--- src/rtl/commit_trace_fifo_pkg.sv ---
// Shared definitions for the commit trace path: record kind codes, event-mask
// bit positions, the captured bundle layout and the record selector.
package commit_trace_fifo_pkg;

  localparam logic [2:0] TRACE_KIND_GPR = 3'd0;
  localparam logic [2:0] TRACE_KIND_CR  = 3'd1;
  localparam logic [2:0] TRACE_KIND_MSR = 3'd2;
  localparam logic [2:0] TRACE_KIND_SPR = 3'd3;
  localparam logic [2:0] TRACE_KIND_DM  = 3'd4;

  // Event-mask bit positions; lower index is emitted first (program order).
  localparam int unsigned NEV     = 6;
  localparam int unsigned EV_GPR  = 0;
  localparam int unsigned EV_CR   = 1;
  localparam int unsigned EV_MSR  = 2;
  localparam int unsigned EV_SPR0 = 3;
  localparam int unsigned EV_SPR1 = 4;
  localparam int unsigned EV_DM   = 5;

  typedef struct packed {
    logic [NEV-1:0] mask;
    logic [31:0]    instr_w;
    logic [31:0]    instr_m;
    logic [4:0]     gpr_waddr;
    logic [31:0]    gpr_wd;
    logic [31:0]    cr_wd;
    logic [31:0]    msr_wd;
    logic [9:0]     spr_waddr0;
    logic [31:0]    spr_wd0;
    logic [9:0]     spr_waddr1;
    logic [31:0]    spr_wd1;
    logic [31:0]    dm_addr;
    logic [31:0]    dm_wd;
  } bundle_t;

  localparam int unsigned BUNDLE_W = $bits(bundle_t);

  typedef struct packed {
    logic [2:0]  kind;
    logic [31:0] tag;
    logic [31:0] instr;
    logic [31:0] data;
  } rec_t;

  // Build the record for the highest-priority event still set in m.
  function automatic rec_t rec_sel(input bundle_t b, input logic [NEV-1:0] m);
    rec_t r;
    r = '0;
    if (m[EV_GPR])
      r = '{TRACE_KIND_GPR, {27'd0, b.gpr_waddr}, b.instr_w, b.gpr_wd};
    else if (m[EV_CR])
      r = '{TRACE_KIND_CR, 32'd0, b.instr_w, b.cr_wd};
    else if (m[EV_MSR])
      r = '{TRACE_KIND_MSR, 32'd0, b.instr_w, b.msr_wd};
    else if (m[EV_SPR0])
      r = '{TRACE_KIND_SPR, {22'd0, b.spr_waddr0}, b.instr_w, b.spr_wd0};
    else if (m[EV_SPR1])
      r = '{TRACE_KIND_SPR, {22'd0, b.spr_waddr1}, b.instr_w, b.spr_wd1};
    else if (m[EV_DM])
      r = '{TRACE_KIND_DM, {b.dm_addr[31:2], 2'b00}, b.instr_m, b.dm_wd};
    return r;
  endfunction

endpackage

--- src/rtl/commit_trace_fifo_fifo.sv ---
// trace_bundle_fifo: synchronous bundle FIFO with async active-low reset.
// Exposes the head entry and the entry behind it so the serializer can
// switch bundles without a bubble.
module trace_bundle_fifo #(
  parameter int unsigned W     = 8,
  parameter int unsigned DEPTH = 8
) (
  input  logic                     clk,
  input  logic                     rst_n,
  input  logic                     push,
  input  logic                     pop,
  input  logic [W-1:0]             din,
  output logic [W-1:0]             head,
  output logic [W-1:0]             head_nxt,
  output logic [$clog2(DEPTH):0]   count,
  output logic                     full,
  output logic                     empty
);
  localparam int unsigned AW = $clog2(DEPTH);
  localparam int unsigned CW = AW + 1;

  logic [W-1:0]  mem [DEPTH];
  logic [AW-1:0] wr_ptr, rd_ptr, rd_nxt;
  logic          push_ok, pop_ok;

  assign full     = (count == CW'(DEPTH));
  assign empty    = (count == '0);
  assign pop_ok   = pop && !empty;
  assign push_ok  = push && (!full || pop_ok);
  assign rd_nxt   = rd_ptr + AW'(1);
  assign head     = mem[rd_ptr];
  assign head_nxt = mem[rd_nxt];

  // Pointer and occupancy bookkeeping.
  always_ff @(posedge clk or negedge rst_n) begin
    if (!rst_n) begin
      wr_ptr <= '0;
      rd_ptr <= '0;
      count  <= '0;
    end else begin
      if (push_ok) wr_ptr <= wr_ptr + AW'(1);
      if (pop_ok)  rd_ptr <= rd_nxt;
      case ({push_ok, pop_ok})
        2'b10:   count <= count + CW'(1);
        2'b01:   count <= count - CW'(1);
        default: count <= count;
      endcase
    end
  end

  // Storage write; a push into a full FIFO only happens alongside a pop,
  // so overwriting the departing head slot is safe.
  always_ff @(posedge clk) begin
    if (push_ok) mem[wr_ptr] <= din;
  end

endmodule

--- src/rtl/commit_trace_fifo.sv ---
// commit_trace_fifo: captures per-cycle architectural write events as one
// bundle, queues bundles, and serialises them one record per handshake.
// Optional macro COMMIT_TRACE_STALL_EN adds the registered core_stall output.
module commit_trace_fifo #(
  parameter int unsigned DEPTH  = 8,
  parameter int unsigned DROP_W = 16
) (
  input  logic              clk,
  input  logic              rst_n,
  input  logic [31:0]       instr_w,
  input  logic [31:0]       instr_m,
  input  logic              gpr_wr,
  input  logic [4:0]        gpr_waddr,
  input  logic [31:0]       gpr_wd,
  input  logic              cr_wr,
  input  logic [31:0]       cr_wd,
  input  logic              msr_wr,
  input  logic [31:0]       msr_wd,
  input  logic              spr_wr0,
  input  logic [9:0]        spr_waddr0,
  input  logic [31:0]       spr_wd0,
  input  logic              spr_wr1,
  input  logic [9:0]        spr_waddr1,
  input  logic [31:0]       spr_wd1,
  input  logic              dm_wr,
  input  logic [31:0]       dm_addr,
  input  logic [31:0]       dm_wd,
  output logic              out_valid,
  input  logic              out_ready,
  output logic [2:0]        out_kind,
  output logic [31:0]       out_tag,
  output logic [31:0]       out_instr,
  output logic [31:0]       out_data,
  output logic [DROP_W-1:0] drop_cnt,
  output logic              overflow
`ifdef COMMIT_TRACE_STALL_EN
  ,
  output logic              core_stall
`endif
);
  import commit_trace_fifo_pkg::*;

  localparam int unsigned CW = $clog2(DEPTH) + 1;

  bundle_t             in_b, head_b, head2_b, sel_b;
  logic [BUNDLE_W-1:0] head_raw, head2_raw;
  logic [CW-1:0]       count;
  logic                fifo_full, fifo_empty;
  logic [NEV-1:0]      wmask, m_after, m_nx;
  logic                xfer, pop, push_req, drop, have_old;
  rec_t                rec;

  assign head_b  = head_raw;
  assign head2_b = head2_raw;

  trace_bundle_fifo #(
    .W     (BUNDLE_W),
    .DEPTH (DEPTH)
  ) u_fifo (
    .clk      (clk),
    .rst_n    (rst_n),
    .push     (push_req),
    .pop      (pop),
    .din      (in_b),
    .head     (head_raw),
    .head_nxt (head2_raw),
    .count    (count),
    .full     (fifo_full),
    .empty    (fifo_empty)
  );

  // Assemble this cycle's write events into a bundle.
  always_comb begin
    in_b            = '0;
    in_b.mask       = {dm_wr, spr_wr1, spr_wr0, msr_wr, cr_wr, gpr_wr};
    in_b.instr_w    = instr_w;
    in_b.instr_m    = instr_m;
    in_b.gpr_waddr  = gpr_waddr;
    in_b.gpr_wd     = gpr_wd;
    in_b.cr_wd      = cr_wd;
    in_b.msr_wd     = msr_wd;
    in_b.spr_waddr0 = spr_waddr0;
    in_b.spr_wd0    = spr_wd0;
    in_b.spr_waddr1 = spr_waddr1;
    in_b.spr_wd1    = spr_wd1;
    in_b.dm_addr    = dm_addr;
    in_b.dm_wd      = dm_wd;
  end

  // Serializer next state. The in-service bundle stays at the FIFO head
  // until its last record is accepted; the next record is picked from the
  // surviving head, the entry behind it, or the incoming bundle (bypass when
  // the queue drains this cycle), so output registers update with no bubble.
  always_comb begin
    push_req = |in_b.mask;
    xfer     = out_valid && out_ready;
    m_after  = xfer ? (wmask & (wmask - NEV'(1))) : wmask;
    pop      = xfer && (m_after == '0);
    drop     = push_req && fifo_full && !pop;
    have_old = pop ? (count > CW'(1)) : !fifo_empty;
    sel_b    = head_b;
    m_nx     = '0;
    if (m_after != '0) begin
      m_nx  = m_after;
      sel_b = head_b;
    end else if (have_old) begin
      sel_b = pop ? head2_b : head_b;
      m_nx  = sel_b.mask;
    end else if (push_req && !drop) begin
      sel_b = in_b;
      m_nx  = in_b.mask;
    end
    rec = rec_sel(sel_b, m_nx);
  end

  // Output registers: hold while stalled, hold last record when empty.
  always_ff @(posedge clk or negedge rst_n) begin
    if (!rst_n) begin
      wmask     <= '0;
      out_valid <= 1'b0;
      out_kind  <= '0;
      out_tag   <= '0;
      out_instr <= '0;
      out_data  <= '0;
    end else begin
      wmask     <= m_nx;
      out_valid <= (m_nx != '0);
      if (m_nx != '0) begin
        out_kind  <= rec.kind;
        out_tag   <= rec.tag;
        out_instr <= rec.instr;
        out_data  <= rec.data;
      end
    end
  end

  // Saturating drop counter and sticky overflow flag.
  always_ff @(posedge clk or negedge rst_n) begin
    if (!rst_n) begin
      drop_cnt <= '0;
      overflow <= 1'b0;
    end else if (drop) begin
      overflow <= 1'b1;
      if (drop_cnt != '1) drop_cnt <= drop_cnt + DROP_W'(1);
    end
  end

`ifdef COMMIT_TRACE_STALL_EN
  localparam logic [CW-1:0] STALL_TH = CW'(DEPTH - 2);

  // Registered back-pressure request to the core near full.
  always_ff @(posedge clk or negedge rst_n) begin
    if (!rst_n) core_stall <= 1'b0;
    else        core_stall <= (count >= STALL_TH);
  end
`endif

endmodule

--- config.mk ---
export PLATFORM = sky130hd
export DESIGN_NAME = commit_trace_fifo
export DESIGN_NICKNAME = d
export VERILOG_FILES = /design/src/rtl/commit_trace_fifo_pkg.sv /design/src/rtl/commit_trace_fifo_fifo.sv /design/src/rtl/commit_trace_fifo.sv
export SDC_FILE = /design/constraint.sdc
export NUM_CORES = 2
export LEC_CHECK = 0
export CORE_MARGIN = 2
export CORE_UTILIZATION = 35
export CTS_BUF_LIST = sky130_fd_sc_hd__clkbuf_16
export CTS_CLUSTER_DIAMETER = 80
export DETAILED_ROUTE_END_ITERATION = 10
export PLACE_DENSITY = 0.52
export SYNTH_ARGS = -nofsm -noshare
export SYNTH_HDL_FRONTEND = slang
export SYNTH_SLANG_ARGS = --single-unit
--- constraint.sdc ---
create_clock -name clk -period 48 [get_ports clk]
set_input_delay 7.2 -clock clk [delete_from_list [all_inputs] [get_ports clk]]
set_output_delay 7.2 -clock clk [all_outputs]
set_load 0.05 [all_outputs]
==> flow_summary.yaml <==
worst_setup_path:
  critPathRequiredTime_ns: 48.54
  reg2reg_depth: 11
  timing.rr.end: "u_fifo.mem[6][157]$_DFFE_PP_"
  crit_type: "in -> reg"
  cp-end-kind: "flop"
  rrSetupSlack_ns: 40.22
  r2r-start: "out_valid$_DFF_PN0_"
  critPathLaunchType: "primary input"
  worstPathMaxFanout: 49
  cp.arrival_ns: 14.61
yosys:
  ys_top_cells_by_area: "edfxtp_1 60%, mux4_2 23%, dfrtp_1 2.6%, mux2i_1 2.5%, nand2_1 2.0%"
  synth_nets: 7294
  syn_avg_cell_area_um2: 18.09
  netlist_area_mm2: 0.1260
  synth.largest_area_cell: "edfxtp_1"
  synth_edf_count: 2536
  synth_seq_cells: 2669
  synth_most_common_cell: "edfxtp_1"
  syn-instance-count: 6965
  synth_commonest_cells: "2536 x edfxtp_1, 1270 x mux4_2, 675 x nand2_1"
  synthArstFlopShare: 0.04983
  post-synth-top-area-fraction: 0.6045
  yosysSeqAreaShare: 0.6309
  synth_warnings: 0
  synth_cell_type_count: 88
  synth-main-ff-cell: "edfxtp_1"
timing:
  slew_headroom: 0.1155
  rsz0062_at_grt: "false"
  finalHoldViolations: 0
  fin_ws_ns: 33.93
  min_period_over_period: 0.2931
  fin_crit_ns: 14.07
  fmax_mhz: 71.07
  timing.setup.tns_ns: 0
  slew_viol_final: 0
  worst_slew_pin_slew_ns: 1.327
  setup_viol: 0
  skew_ns: 0.04206
power:
  vdd_drop_max_mv: 0.08297
  p_per_area_mw_per_mm2: 82.32
  p_total_mw: 11.93
  p_leak_nw: 46.53
die:
  rows: 220
  die_w_um: 603.9
  ioPinCount: 439
  coreArea_mm2: 0.3587
  fp.dieArea_mm2: 0.3647
  start_util: 0.3512
  die_h_um: 603.9
placed_design:
  placed_area_mm2: 0.1353
  post-place-ws_ns: 32.87
  port_buffers: 436
  detailed_place_hpwl_um: 254700
  gp_congestion: 0.8291
detailed_routing:
  firstDrtPassIters: 6
  drc: 0
  drtIter0Drc: 8364
  routed_wl_um: 432700
  wl_per_cell_um: 34.90
  via_count: 75250
  antenna_left: 0
  routed_via_density: 6.070
clock_tree:
  clock_sinks: 2669
  cts.repair.resized: 0
  tritoncts: "done"
  cts_htree_levels: 5
  clk_pin_slew_ns: 0.05
  postCtsHoldBufs: 0
  clock-root-buffer: "clkbuf_16"
  cts_made_buffers: 307
  cts_buffer_depth: 4
  clk_latency_ns: 0.93
  cts_setup_buffers: 0
run:
  max_cap_viol_count: 0
global_route:
  grt_pass1_wl_um: 603800
  antenna_found_initial: 157
  grt_max_degree: 137
  track_usage: 0.2328
  first_global_vias: 76080
  grt-ovfl-total: 0
hold_path:
  holdPathEnd: "out_instr[2]$_DFFE_PN0P_"
  min_delay_path_depth: 2
  hold_path.startpoint: "out_instr[2]$_DFFE_PN0P_"
  worstHoldPathType: "reg -> reg"
layout:
  nets: 7659
  register_area_mm2: 0.07949
  multi_input_area_mm2: 0.04366
  stdcell_area_mm2: 0.1449
  final_layout_size_suffix_gt1_frac: 0.2605
  syn2layout_area_growth_pct: 15.02
  n_fill_cell: 31930
status:
  run_status: "completed"
routing by layer:
| layer | track usage | vias to the layer above | wire length [um] |
|---|---|---|---|
| li1 | - | 30150 | - |
| met2 | 0.3758 | 3477 | 207600 |
| met5 | 0 | - | 622 |
| met4 | 0.09456 | 98 | 17770 |
| met3 | 0.04969 | 764 | 34850 |
| met1 | 0.3065 | 40760 | 171900 |
cell type report:
type                       instances  area share
antenna                           47   0.0008117
clock inverter                   236     0.01028
inverter                          10   0.0002677
timing repair buffer             630     0.04218
multi-input combinational       3712      0.3013
clock buffer                     320     0.05527
tap                             4773     0.04122
sequential                      2669      0.5486
critical path, cell delays in order:
cell and delay [ns]:
clkdlybuf4s50_1 0.58, nor4bb_1 0.49, a21oi_1 0.30, a21oi_4 0.18, buf_4 0.41, o21a_1 0.77
nand2_1 0.40, nor2_4 0.86, buf_4 0.89, buf_4 0.88, buf_4 0.84, buf_4 0.61
worst max path at each step:
stage                     startpoint                            to  cells past startpoint
after floorplan            out_ready    u_fifo.mem[0][0]$_DFFE_PP_                      7
after global placement     out_ready   u_fifo.mem[6][16]$_DFFE_PP_                     12
after detailed placement   out_ready  u_fifo.mem[6][135]$_DFFE_PP_                     12
after CTS                  out_ready  u_fifo.mem[6][157]$_DFFE_PP_                     12
after global routing       out_ready  u_fifo.mem[6][157]$_DFFE_PP_                     12
final                      out_ready  u_fifo.mem[6][157]$_DFFE_PP_                     12
registers in the layout, indices dropped and copies added, names as in the netlist, 4 cells and up:
register,flops
drop_cnt,16
wmask,6
out_data,32
out_tag,32
u_fifo.count,4
out_instr,32
u_fifo.mem,2536
report_power, final:
part | internal (mW) | leakage, nW | switching, mW
Sequential | 3.29 | 24.9 | 0.284
Clock | 1.28 | 4.98 | 0.959
Combinational | 2.37 | 16.6 | 3.74
metrics by stage:
stage	hold slack (ns)	instances	utilization
after floorplan	0.5105	6965	-
after global placement	0.4588	11790	0.3771
after detailed placement	0.4615	11790	0.3772
after CTS	0.4744	12350	0.4036
after global routing	0.4971	12380	0.4038
final	0.4735	12400	0.4040
layout by cell type, fill, tap and decap left out, types with 11 or more instances in the layout:
master           instances
edfxtp_1              2536
and3_1                  13
a22oi_1                104
o2bb2ai_1               13
clkbuf_16              320
inv_1                   89
a211oi_1                44
xnor2_1                 17
o221ai_1                46
nor3_1                  14
clkinv_2                40
diode_2                 47
nor2_1                 177
dfrtp_1                130
nand2_1                673
bufinv_16               14
o22ai_1                166
clkinv_1                70
buf_4                  171
clkdlybuf4s50_1        435
mux4_2                1270
a31oi_1                 28
nand4_1                 11
a221oi_1                30
a221o_1                 15
a21oi_1                361
nand3_1                 39
mux2_2                  51
buf_12                  23
o21ai_0                125
mux2i_1                312
o211ai_1                19
cell families (layout without fill, tap and decap cells):
kind of cell,Yosys count,count (layout),share of synthesized area
xor gates and xnor gates,25,25,0.001798
adders and majority gates,7,7,0.0006952
and+or+nand+nor,987,987,0.03209
AOI/OAI and AO/OA,1059,1059,0.05384
buffers and inverters,584,1196,0.02412
other,0,47,0
DFF,2669,2669,0.6309
muxes,1634,1634,0.2565
Note: power is estimated with default switching activity, not from simulation.
